## config.mk

```make
export PLATFORM = sky130hd
export DESIGN_NAME = rca_multi_wb_ctrl
export DESIGN_NICKNAME = d
export VERILOG_FILES = /design/src/rtl/rca_multi_wb_ctrl.sv
export SDC_FILE = /design/constraint.sdc
export NUM_CORES = 1
export LEC_CHECK = 0
export BUFFER_PORTS_ARGS = -buffer_cell sky130_fd_sc_hd__buf_2
export CAP_MARGIN = 20
export CELL_PAD_IN_SITES_DETAIL_PLACEMENT = 0
export CELL_PAD_IN_SITES_GLOBAL_PLACEMENT = 1
export CORE_MARGIN = 3
export CORE_UTILIZATION = 39
export CTS_BUF_LIST = sky130_fd_sc_hd__clkbuf_4 sky130_fd_sc_hd__clkbuf_8 sky130_fd_sc_hd__clkbuf_16
export CTS_CLUSTER_DIAMETER = 50
export DETAILED_ROUTE_END_ITERATION = 8
export PLACE_DENSITY_LB_ADDON = 0.1
export SLEW_MARGIN = 20
export SYNTH_ARGS = -nofsm -noshare
export SYNTH_HDL_FRONTEND = slang
export SYNTH_SLANG_ARGS = --single-unit
```

## constraint.sdc

```tcl
create_clock -name clk -period 8.5 [get_ports clk]
set_input_delay 0.85 -clock clk [delete_from_list [all_inputs] [get_ports clk]]
set_output_delay 0.85 -clock clk [all_outputs]
set_load 0.02 [all_outputs]
```

## src/rtl/rca_multi_wb_ctrl.sv

```systemverilog
// rca_multi_wb_ctrl
//   Writeback/commit controller for several concurrently running RCAs.
//   Each RCA channel has an in-order FIFO of in-flight use instructions
//   ({id, fb}). Channels whose FIFO head has a grid result ready are
//   round-robin arbitrated onto the single RCA writeback port. Config
//   instruction completions are merged onto the same port and take priority.
//
// Ports
//   clk, rst              clock; asynchronous active-low reset
//   issue_valid/_rca_sel/_id/_fb   push an RCA use instruction into a channel
//   issue_ready           per-channel FIFO not full (registered state only)
//   cfg_done_valid/_id    config instruction completion
//   grid_result_valid     per-channel head result ready
//   grid_result_data      per-channel result words, channel c at slice c
//   grid_pop              one-hot pop of the granted channel's output units
//   flush                 discard every in-flight RCA instruction
//   wb_done/_id/_fb/_rd   registered writeback, one cycle after grant/cfg
//   config_locked         some channel still has an instruction in flight
//   timeout_err           sticky per-channel watchdog flags
//
// Build option
//   RCA_WB_TIMEOUT_EN     enables the per-channel stall watchdog; without it
//                         timeout_err is tied to zero.

module rca_multi_wb_ctrl #(
    parameter int NUM_RCAS        = 4,
    parameter int DEPTH           = 4,
    parameter int NUM_WRITE_PORTS = 2,
    parameter int XLEN            = 32,
    parameter int ID_W            = 3,
    parameter int TIMEOUT_CYCLES  = 255
) (
    input  logic                                 clk,
    input  logic                                 rst,
    input  logic                                 issue_valid,
    input  logic [$clog2(NUM_RCAS)-1:0]          issue_rca_sel,
    input  logic [ID_W-1:0]                      issue_id,
    input  logic                                 issue_fb,
    output logic [NUM_RCAS-1:0]                  issue_ready,
    input  logic                                 cfg_done_valid,
    input  logic [ID_W-1:0]                      cfg_done_id,
    input  logic [NUM_RCAS-1:0]                  grid_result_valid,
    input  logic [NUM_RCAS*NUM_WRITE_PORTS*XLEN-1:0] grid_result_data,
    output logic [NUM_RCAS-1:0]                  grid_pop,
    input  logic                                 flush,
    output logic                                 wb_done,
    output logic [ID_W-1:0]                      wb_id,
    output logic                                 wb_fb,
    output logic [NUM_WRITE_PORTS*XLEN-1:0]      wb_rd,
    output logic                                 config_locked,
    output logic [NUM_RCAS-1:0]                  timeout_err
);

    localparam int SEL_W = $clog2(NUM_RCAS);
    localparam int PTR_W = $clog2(DEPTH);
    localparam int CNT_W = PTR_W + 1;
    localparam int RD_W  = NUM_WRITE_PORTS * XLEN;

    if (NUM_RCAS < 2 || DEPTH < 2 || (DEPTH & (DEPTH - 1)) != 0 || TIMEOUT_CYCLES < 1) begin : g_param_check
        $error("rca_multi_wb_ctrl: illegal parameterisation");
    end

    // Offset from the round-robin pointer, wrapped into the channel range.
    function automatic logic [SEL_W-1:0] rr_idx(input logic [SEL_W-1:0] base, input int off);
        int s;
        s = int'(base) + off;
        if (s >= NUM_RCAS) s = s - NUM_RCAS;
        return SEL_W'(s);
    endfunction

    logic [ID_W:0]         ent_mem [NUM_RCAS][DEPTH];
    logic [PTR_W-1:0]      wr_ptr  [NUM_RCAS];
    logic [PTR_W-1:0]      rd_ptr  [NUM_RCAS];
    logic [CNT_W-1:0]      cnt     [NUM_RCAS];
    logic [SEL_W-1:0]      rr_ptr;

    logic [NUM_RCAS-1:0]   nempty, full;
    logic [NUM_RCAS-1:0]   cand_p0, push_p0, pop_p0;
    logic                  gnt_vld_p0;
    logic [SEL_W-1:0]      gnt_p0;
    logic [ID_W:0]         head_p0;
    logic [RD_W-1:0]       rd_sel_p0;

    logic                  vld_p1;
    logic [ID_W-1:0]       id_p1;
    logic                  fb_p1;
    logic [RD_W-1:0]       rd_p1;

    // ---- stage p0: candidates, arbitration, FIFO push/pop ----
    always_comb begin
        nempty  = '0;
        full    = '0;
        cand_p0 = '0;
        push_p0 = '0;
        for (int c = 0; c < NUM_RCAS; c++) begin
            nempty[c]  = (cnt[c] != '0);
            full[c]    = (cnt[c] == CNT_W'(DEPTH));
            cand_p0[c] = nempty[c] && grid_result_valid[c];
            // Readiness comes from registered occupancy, so a same-cycle pop
            // never makes room for a push.
            push_p0[c] = issue_valid && !flush && !full[c] && (issue_rca_sel == SEL_W'(c));
        end
    end

    // Config completions and flush both block the RCA grant.
    always_comb begin
        gnt_vld_p0 = 1'b0;
        gnt_p0     = '0;
        if (!cfg_done_valid && !flush) begin
            for (int i = 0; i < NUM_RCAS; i++) begin
                if (!gnt_vld_p0 && cand_p0[rr_idx(rr_ptr, i)]) begin
                    gnt_vld_p0 = 1'b1;
                    gnt_p0     = rr_idx(rr_ptr, i);
                end
            end
        end
    end

    always_comb begin
        pop_p0    = '0;
        head_p0   = '0;
        rd_sel_p0 = '0;
        for (int c = 0; c < NUM_RCAS; c++) begin
            if (gnt_vld_p0 && gnt_p0 == SEL_W'(c)) begin
                pop_p0[c] = 1'b1;
                head_p0   = ent_mem[c][rd_ptr[c]];
                rd_sel_p0 = grid_result_data[c*RD_W +: RD_W];
            end
        end
    end

    assign grid_pop    = pop_p0;
    assign issue_ready = ~full;
    assign config_locked = |nempty;

    always_ff @(posedge clk) begin
        for (int c = 0; c < NUM_RCAS; c++) begin
            if (push_p0[c]) ent_mem[c][wr_ptr[c]] <= {issue_id, issue_fb};
        end
    end

    always_ff @(posedge clk or negedge rst) begin
        if (!rst) begin
            rr_ptr <= '0;
            for (int c = 0; c < NUM_RCAS; c++) begin
                wr_ptr[c] <= '0;
                rd_ptr[c] <= '0;
                cnt[c]    <= '0;
            end
        end else begin
            if (gnt_vld_p0)
                rr_ptr <= (gnt_p0 == SEL_W'(NUM_RCAS - 1)) ? '0 : gnt_p0 + SEL_W'(1);
            for (int c = 0; c < NUM_RCAS; c++) begin
                if (flush) begin
                    wr_ptr[c] <= '0;
                    rd_ptr[c] <= '0;
                    cnt[c]    <= '0;
                end else begin
                    if (push_p0[c]) wr_ptr[c] <= wr_ptr[c] + PTR_W'(1);
                    if (pop_p0[c])  rd_ptr[c] <= rd_ptr[c] + PTR_W'(1);
                    case ({push_p0[c], pop_p0[c]})
                        2'b10:   cnt[c] <= cnt[c] + CNT_W'(1);
                        2'b01:   cnt[c] <= cnt[c] - CNT_W'(1);
                        default: cnt[c] <= cnt[c];
                    endcase
                end
            end
        end
    end

    // ---- stage p1: registered writeback ----
    always_ff @(posedge clk or negedge rst) begin
        if (!rst) begin
            vld_p1 <= 1'b0;
            id_p1  <= '0;
            fb_p1  <= 1'b0;
            rd_p1  <= '0;
        end else if (cfg_done_valid) begin
            vld_p1 <= 1'b1;
            id_p1  <= cfg_done_id;
            fb_p1  <= 1'b0;
            rd_p1  <= '0;
        end else if (gnt_vld_p0) begin
            vld_p1 <= 1'b1;
            id_p1  <= head_p0[ID_W:1];
            fb_p1  <= head_p0[0];
            rd_p1  <= rd_sel_p0;
        end else begin
            vld_p1 <= 1'b0;
            fb_p1  <= 1'b0;
            rd_p1  <= '0;
        end
    end

    assign wb_done = vld_p1;
    assign wb_id   = id_p1;
    assign wb_fb   = fb_p1;
    assign wb_rd   = rd_p1;

`ifdef RCA_WB_TIMEOUT_EN
    localparam int TCNT_W = $clog2(TIMEOUT_CYCLES + 1);

    logic [TCNT_W-1:0]   tcnt [NUM_RCAS];
    logic [NUM_RCAS-1:0] terr;

    // Counts stalled cycles (head waiting, no result); saturates at the limit.
    always_ff @(posedge clk or negedge rst) begin
        if (!rst) begin
            terr <= '0;
            for (int c = 0; c < NUM_RCAS; c++) tcnt[c] <= '0;
        end else begin
            for (int c = 0; c < NUM_RCAS; c++) begin
                if (flush) begin
                    tcnt[c] <= '0;
                    terr[c] <= 1'b0;
                end else if (pop_p0[c]) begin
                    tcnt[c] <= '0;
                end else if (nempty[c] && !grid_result_valid[c] &&
                             tcnt[c] != TCNT_W'(TIMEOUT_CYCLES)) begin
                    tcnt[c] <= tcnt[c] + TCNT_W'(1);
                    if (tcnt[c] == TCNT_W'(TIMEOUT_CYCLES - 1)) terr[c] <= 1'b1;
                end
            end
        end
    end

    assign timeout_err = terr;
`else
    assign timeout_err = '0;
`endif

endmodule
```

# [After elaboration in Yosys (flattened, before gate mapping)]
# Memories as Yosys holds them, arrays and structs flattened.
# Index checks and enable logic that the tools add are counted.
# W data, S select, Z words.
[word_totals] register_bits=99 mem_bits_rw=64 word_cells=257 n_memories=1
[classes] addsub=24 n_lt_le_gt_ge=20 eq_ne=18 muxes=111 bitwise=9 reduce_logical=57
[mem_list] memory="ent_mem" depth=4 word_bits=16 rd=4 rd_ports_with_merged_regs=0 wr=1 line="71" rtl="logic [ID_W:0] ent_mem [NUM_RCAS][DEPTH];"
[op_table] cell="$mux W64" count=6
[op_table] cell="$mux W16" count=10
[op_table] cell="$mux W2" count=33
[op_table] cell="$mux W4" count=16
[op_table] cell="$reduce_or A16 Y1" count=3
[op_table] cell="$ge A3 B3 Y1 const B" count=11
[op_table] cell="$bmux W4 S2" count=4
[op_table] cell="$demux W4 S2" count=4
[op_table] cell="$logic_and A1 B1 Y1" count=25
[op_table] cell="$mux W1" count=24
[op_table] cell="$not A2 Y3" count=8
[op_table] cell="$pmux W3 S2" count=4
[op_table] cell="$reduce_bool A3 Y1" count=8
[op_table] cell="$add A2 B1 Y2 const B" count=9
[op_table] cell="$mux W3" count=6
[op_table] cell="$reduce_bool A2 Y1" count=9
[op_table] cell="$eq A2 B2 Y1 const B" count=8
[op_table] cell="$add A3 B1 Y3 const B" count=4
[op_table] cell="$eq A2 B1 Y1 const B" count=6
[op_table] cell="$eq A3 B3 Y1 const B" count=4
[op_table] cell="$lt A2 B3 Y1 const B" count=4
[op_table] cell="$lt A3 B1 Y1 const B" count=4
[op_table] cell="$sub A3 B1 Y3 const B" count=4
[op_table] cell="$logic_not A1 Y1" count=9
[op_table] cell="other kinds (8)" count=16

# [Depth between registers and ports, before layout]
[depth] word_depth=27 mapped_depth=15

# [Worst setup path after synthesis]
# Ideal clock, no wire load.
[synth_timing] path_kind="input -> output" startpoint="input port grid_result_valid[1]" endpoint="output port grid_pop[2]" t_arrival_ps=2933 t_required_ps=7650 slack_ps=4717 cell_stages=11 path_buffers=2 path_cell_list="o31a_1 a21oi_1 o21ai_0 a2bb2oi_1 nor4_1 ha_1 nor3b_1 o41ai_4 inv_2 buf_4 buf_6"
[synth_between] elab_chain_cells=20 elab_cells_between_ends=31 cone_classes="eq/ne (1); mux (22); reduce/logical (8)"
[synth_rtl] element="from (decl)" line="42" rtl="input logic [NUM_RCAS-1:0] grid_result_valid,"
[synth_rtl] element="$logic_and A1 B1 Y1 (*)" line="98" rtl="cand_p0[c] = nempty[c] && grid_result_valid[c];"
[synth_rtl] element="$bmux W1 S2" line="111" rtl="if (!gnt_vld_p0 && cand_p0[rr_idx(rr_ptr, i)]) begin"
[synth_rtl] element="$mux W1 (implied by the code)" line="111"
[synth_rtl] element="$mux W1" line="111"
[synth_rtl] element="$mux W1" line="109" rtl="if (!cfg_done_valid && !flush) begin"
[synth_rtl] element="$logic_not A1 Y1" line="111"
[synth_rtl] element="$logic_and A1 B1 Y1" line="111"
[synth_rtl] element="$mux W1" line="111"
[synth_rtl] element="[... 4 more ...]"
[synth_rtl] element="$mux W1" line="109"
[synth_rtl] element="$logic_not A1 Y1" line="111"
[synth_rtl] element="$logic_and A1 B1 Y1" line="111"
[synth_rtl] element="$mux W2" line="111"
[synth_rtl] element="$mux W2" line="109"
[synth_rtl] element="$eq A2 B2 Y1" line="124" rtl="if (gnt_vld_p0 && gnt_p0 == SEL_W'(c)) begin"
[synth_rtl] element="$logic_and A1 B1 Y1 (*)" line="124"
[synth_rtl] element="$mux W1 (*)" line="124"
[synth_rtl] element="to (decl)" line="44" rtl="output logic [NUM_RCAS-1:0] grid_pop,"
# Mark *: on every way between the ends. The rest lies on a longest branch, timed or not. The select of a mux whose other input is x is not followed.

# [Worst setup path in the final report]
[layout_timing] startpoint="register cnt[9] (netlist name)" endpoint="output port grid_pop[2]"
[layout_between] elab_chain_cells=21 elab_cells_between_ends=32 cone_classes="eq/ne (1); mux (22); reduce/logical (9)"
[layout_rtl] element="from (decl)" line="74" rtl="logic [CNT_W-1:0] cnt [NUM_RCAS];"
[layout_rtl] element="from (signal, indexed assignment)" line="162" rtl="2'b10: cnt[c] <= cnt[c] + CNT_W'(1);"
[layout_rtl] element="from (signal, indexed assignment)" line="163" rtl="2'b01: cnt[c] <= cnt[c] - CNT_W'(1);"
[layout_rtl] element="from (signal, indexed assignment)" line="164" rtl="default: cnt[c] <= cnt[c];"
[layout_rtl] element="$reduce_bool A3 Y1 (*)" line="96" rtl="nempty[c] = (cnt[c] != '0);"
[layout_rtl] element="$logic_and A1 B1 Y1 (*)" line="98"
[layout_rtl] element="$bmux W1 S2" line="111"
[layout_rtl] element="$mux W1 (implied by the code)" line="111"
[layout_rtl] element="$mux W1" line="111"
[layout_rtl] element="$mux W1" line="109"
[layout_rtl] element="$logic_not A1 Y1" line="111"
[layout_rtl] element="$logic_and A1 B1 Y1" line="111"
[layout_rtl] element="[... 5 more ...]"
[layout_rtl] element="$mux W1" line="109"
[layout_rtl] element="$logic_not A1 Y1" line="111"
[layout_rtl] element="$logic_and A1 B1 Y1" line="111"
[layout_rtl] element="$mux W2" line="111"
[layout_rtl] element="$mux W2" line="109"
[layout_rtl] element="$eq A2 B2 Y1" line="124"
[layout_rtl] element="$logic_and A1 B1 Y1 (*)" line="124"
[layout_rtl] element="$mux W1 (*)" line="124"
# Marks and branches as above.

==> key figures <==
Routing
  – Via count: 7,682
  – # DRC: 0
  – Initial DRC Count: 536
  – Total wire length: 30.89 mm
  – Vias/cell: 5.251
  – Final ANT Viol Nets: 0
  – Pre-Repair DR Iteration Count: 5
  – Routed wire length per instance: 21.11 um

Floorplanning
  – Initial core utilization: 40.36%
  – IO Pins: 356
  – Die Y-Extent: 154.9 um
  – Core area: 0.02142 mm^2
  – Row cnt: 53
  – Die area: 0.02399 mm^2
  – Die X: 154.9 um

Layout
  – Sequential Area: 0.004399 mm^2
  – Post-layout util: 51.97%
  – Commonest non-fill, non-tap cell in the layout: buf_2
  – Area grow syn2layout: 28.76%
  – Layout cells sized above 1: 36.54%
  – Fillers: 2,034
  – Multi-input logic area: 0.003880 mm^2
  – Final Non-Filler Cells: 1,463
  – Final net count: 1,470
  – Commonest non-fill, non-tap cells in the layout: buf_2, nand2_1, dfrtp_1

Power and ir drop
  – Clock Power Share: 37.4%
  – Pwr/cell area: 191.7 mW/mm^2
  – Sequential cell fraction of total power: 41.2%
  – Comb power frac: 21.4%
  – Sw power: 682.4 uW
  – Sw frac: 31.97%
  – P_int: 1452 uW
  – Static leakage: 0.005214 uW
  – Worst VDD drop: 0.1420 mV

Global routing
  – First-pass GRT wire length: 46.41 mm
  – Vias in the first global route: 7,559
  – Initial antenna violation count: 2
  – Largest net degree at the start of global routing: 89
  – Overflow after GRT: 0
  – Total GRT Usage: 25.09%

Worst setup path
  – CP Max Fanout: 69
  – Critical Path Start Type: register
  – Data required time at the worst endpoint: 7.65 ns
  – Kind of critical path: reg -> out
  – Reg-to-Reg Start: cnt[9]
  – Critical path origin: cnt[9]
  – Arrival time at the worst endpoint: 3.57 ns
  – Crit. End Element: output port

Timing
  – Count of final setup violators: 0
  – Fin. Hold Viols: 0
  – Setup TNS: 0 ns
  – Slew of the pin with the lowest slew margin: 0.9688 ns
  – Slew Limit Fails: 0
  – Achievable clock frequency: 226.2 MHz
  – Crit share post-route: 52.00%
  – Max_slew headroom: 35.41%
  – Skew final: 0.01257 ns
  – Final WS setup: 4.080 ns
  – RSZ-0062 raised after global routing: false
  – Min cycle time layout: 4.420 ns

Clock network
  – CTS tree: done
  – Clock transition at path regs: 0.07 ns
  – Clk Latency, worst-skew pair: 0.43 ns
  – CTS Hold Bufs: 0
  – Clock sink total: 163
  – PostCTS Resize Cnt: 0
  – Setup bufs post-CTS: 0
  – TritonCTS Buffers: 17
  – Bufs on Longest Clock Path: 2
  – H-tree Lvls: 4
  – Clock root buffer master: clkbuf_16

Yosys
  – Register area share after synthesis: 50.88%
  – Ys async rst share: 60.74%
  – Syn Area/Cell: 10.05 um^2
  – Most common flop cell mapped by yosys: dfrtp_1
  – Post-Syn Area: 0.008646 mm^2
  – Yosys cell types: 59
  – Register bit total from synthesis: 163
  – Synth warn: 0
  – EDFF count, synth: 64
  – Post-Syn Instances: 860

Place
  – Place WS: 3.935 ns
  – IO Port Bufs: 351
  – Cells after DPL: 1,428
  – Post-DP HPWL: 22.68 mm
  – GPL Wtd Cong: 0.8592

Job
  – Max-cap violations: 0

Min path
  – HP Class: in -> async

Run status
  – Outcome: finished, final reports clean
-- stage by stage --
| stage | total power (uW) | hold slack, ns | area, um^2 |
|---|---|---|---|
| floorplan | 1174 | 0.5016 | 8657 |
| global placement | 1352 | 0.4905 | 10510 |
| detailed placement | 1353 | 0.4935 | 10510 |
| CTS | 2158 | 0.3837 | 11120 |
| global route | 2245 | 0.4102 | 11130 |
| finish | 2135 | 0.3836 | 11130 |
-- worst max-delay path, stage by stage (launching register included) --
cell	delay (ns)
dfrtp_1	0.49
o31ai_1	0.55
a21oi_1	0.11
o21ai_0	0.17
a2bb2oi_1	0.10
nor4_1	0.36
ha_1	0.20
nor3b_1	0.31
o41ai_4	0.14
buf_4	0.35
inv_2	0.13
buf_2	0.18
-- metal layers --
metal	vias to the layer above	wire (um)	track usage (%)
li1	3679	-	-
met1	3689	12160	31.73
met2	272	16070	43.36
met3	40	1913	5.285
met4	2	724	7.527
met5	-	13	0
-- kinds of logic (layout without fill, tap and decap cells) --
logic type	Yosys count	count (layout)	synth area share, %
AOI/OAI and AO/OA	247	247	18.73
xor gates and xnor gates	15	15	1.606
adders and majority gates	24	24	3.821
buffers and inverters	86	408	4.631
DFF	163	163	50.88
muxes	27	27	5.470
other	1	7	0.04337
and+or+nand+nor	297	297	14.82
-- power by group through the flow --
stage / sequential (uW) / clock [uW] / combinational (uW)
after detailed placement: 896 / 0 / 457
after global routing: 885 / 851 / 509
final: 880 / 797 / 457
after floorplan: 918 / 0 / 256
after global placement: 896 / 0 / 456
after CTS: 880 / 819 / 459
-- Yosys cell counts (3+ instances only) --
| cell | instances | area [um^2] |
|---|---|---|
| o21ai_0 | 80 | 400.4 |
| and2_1 | 17 | 106.4 |
| nand3_1 | 6 | 30.03 |
| fa_1 | 4 | 80.08 |
| buf_2 | 11 | 55.05 |
| o31ai_1 | 4 | 30.03 |
| buf_4 | 5 | 37.54 |
| a211oi_2 | 8 | 100.1 |
| mux4_2 | 16 | 360.4 |
| edfxtp_1 | 64 | 1922 |
| a21oi_1 | 9 | 45.04 |
| xnor2_1 | 7 | 61.31 |
| dfrtp_1 | 99 | 2477 |
| a22oi_1 | 6 | 45.04 |
| nand2b_1 | 5 | 31.28 |
| nand2_1 | 138 | 518.0 |
| nor2b_1 | 3 | 18.77 |
| mux2i_1 | 9 | 90.09 |
| and3_1 | 4 | 25.02 |
| clkbuf_1 | 44 | 165.2 |
| nor2_1 | 97 | 364.1 |
| a211oi_1 | 61 | 457.9 |
| inv_1 | 15 | 56.30 |
| nand4_1 | 3 | 18.77 |
| buf_1 | 3 | 11.26 |
| xor2_1 | 7 | 61.31 |
| nand4b_1 | 3 | 26.28 |
| o21ai_1 | 61 | 305.3 |
| nor3_1 | 7 | 35.03 |
| ha_1 | 20 | 250.2 |
| buf_6 | 6 | 67.56 |
-- flip-flops by register name, summed over array words and instances (netlist names) --
signal / flops
ent_mem: 64
cnt: 12
rd_ptr: 8
wr_ptr: 8
wb_rd: 64
wb_id: 3
wb_done: 1
rr_ptr: 2
wb_fb: 1
-- final cells by class --
| type | instances | share of cell area [%] |
|---|---|---|
| antenna | 3 | 0.06744 |
| tap | 275 | 3.091 |
| multi-input combinational | 614 | 34.85 |
| inverter | 17 | 0.5732 |
| clock buffer | 17 | 3.822 |
| sequential | 163 | 39.52 |
| clock inverter | 15 | 1.731 |
| timing repair buffer | 359 | 16.34 |
-- worst paths after layout --
check,endpoint,slack (ns),depth (start not counted)
worst max-delay path,grid_pop[2],4.08,11
min in group clk,wb_id[0],0.50,2
max in group asynchronous,wb_rd[2],6.82,2
worst max register to register,wb_id[2],4.21,14
worst min-delay path,cnt[9],0.38,1
worst min register to register,wb_id[0],0.50,2
(Power assumes the default switching activity.)
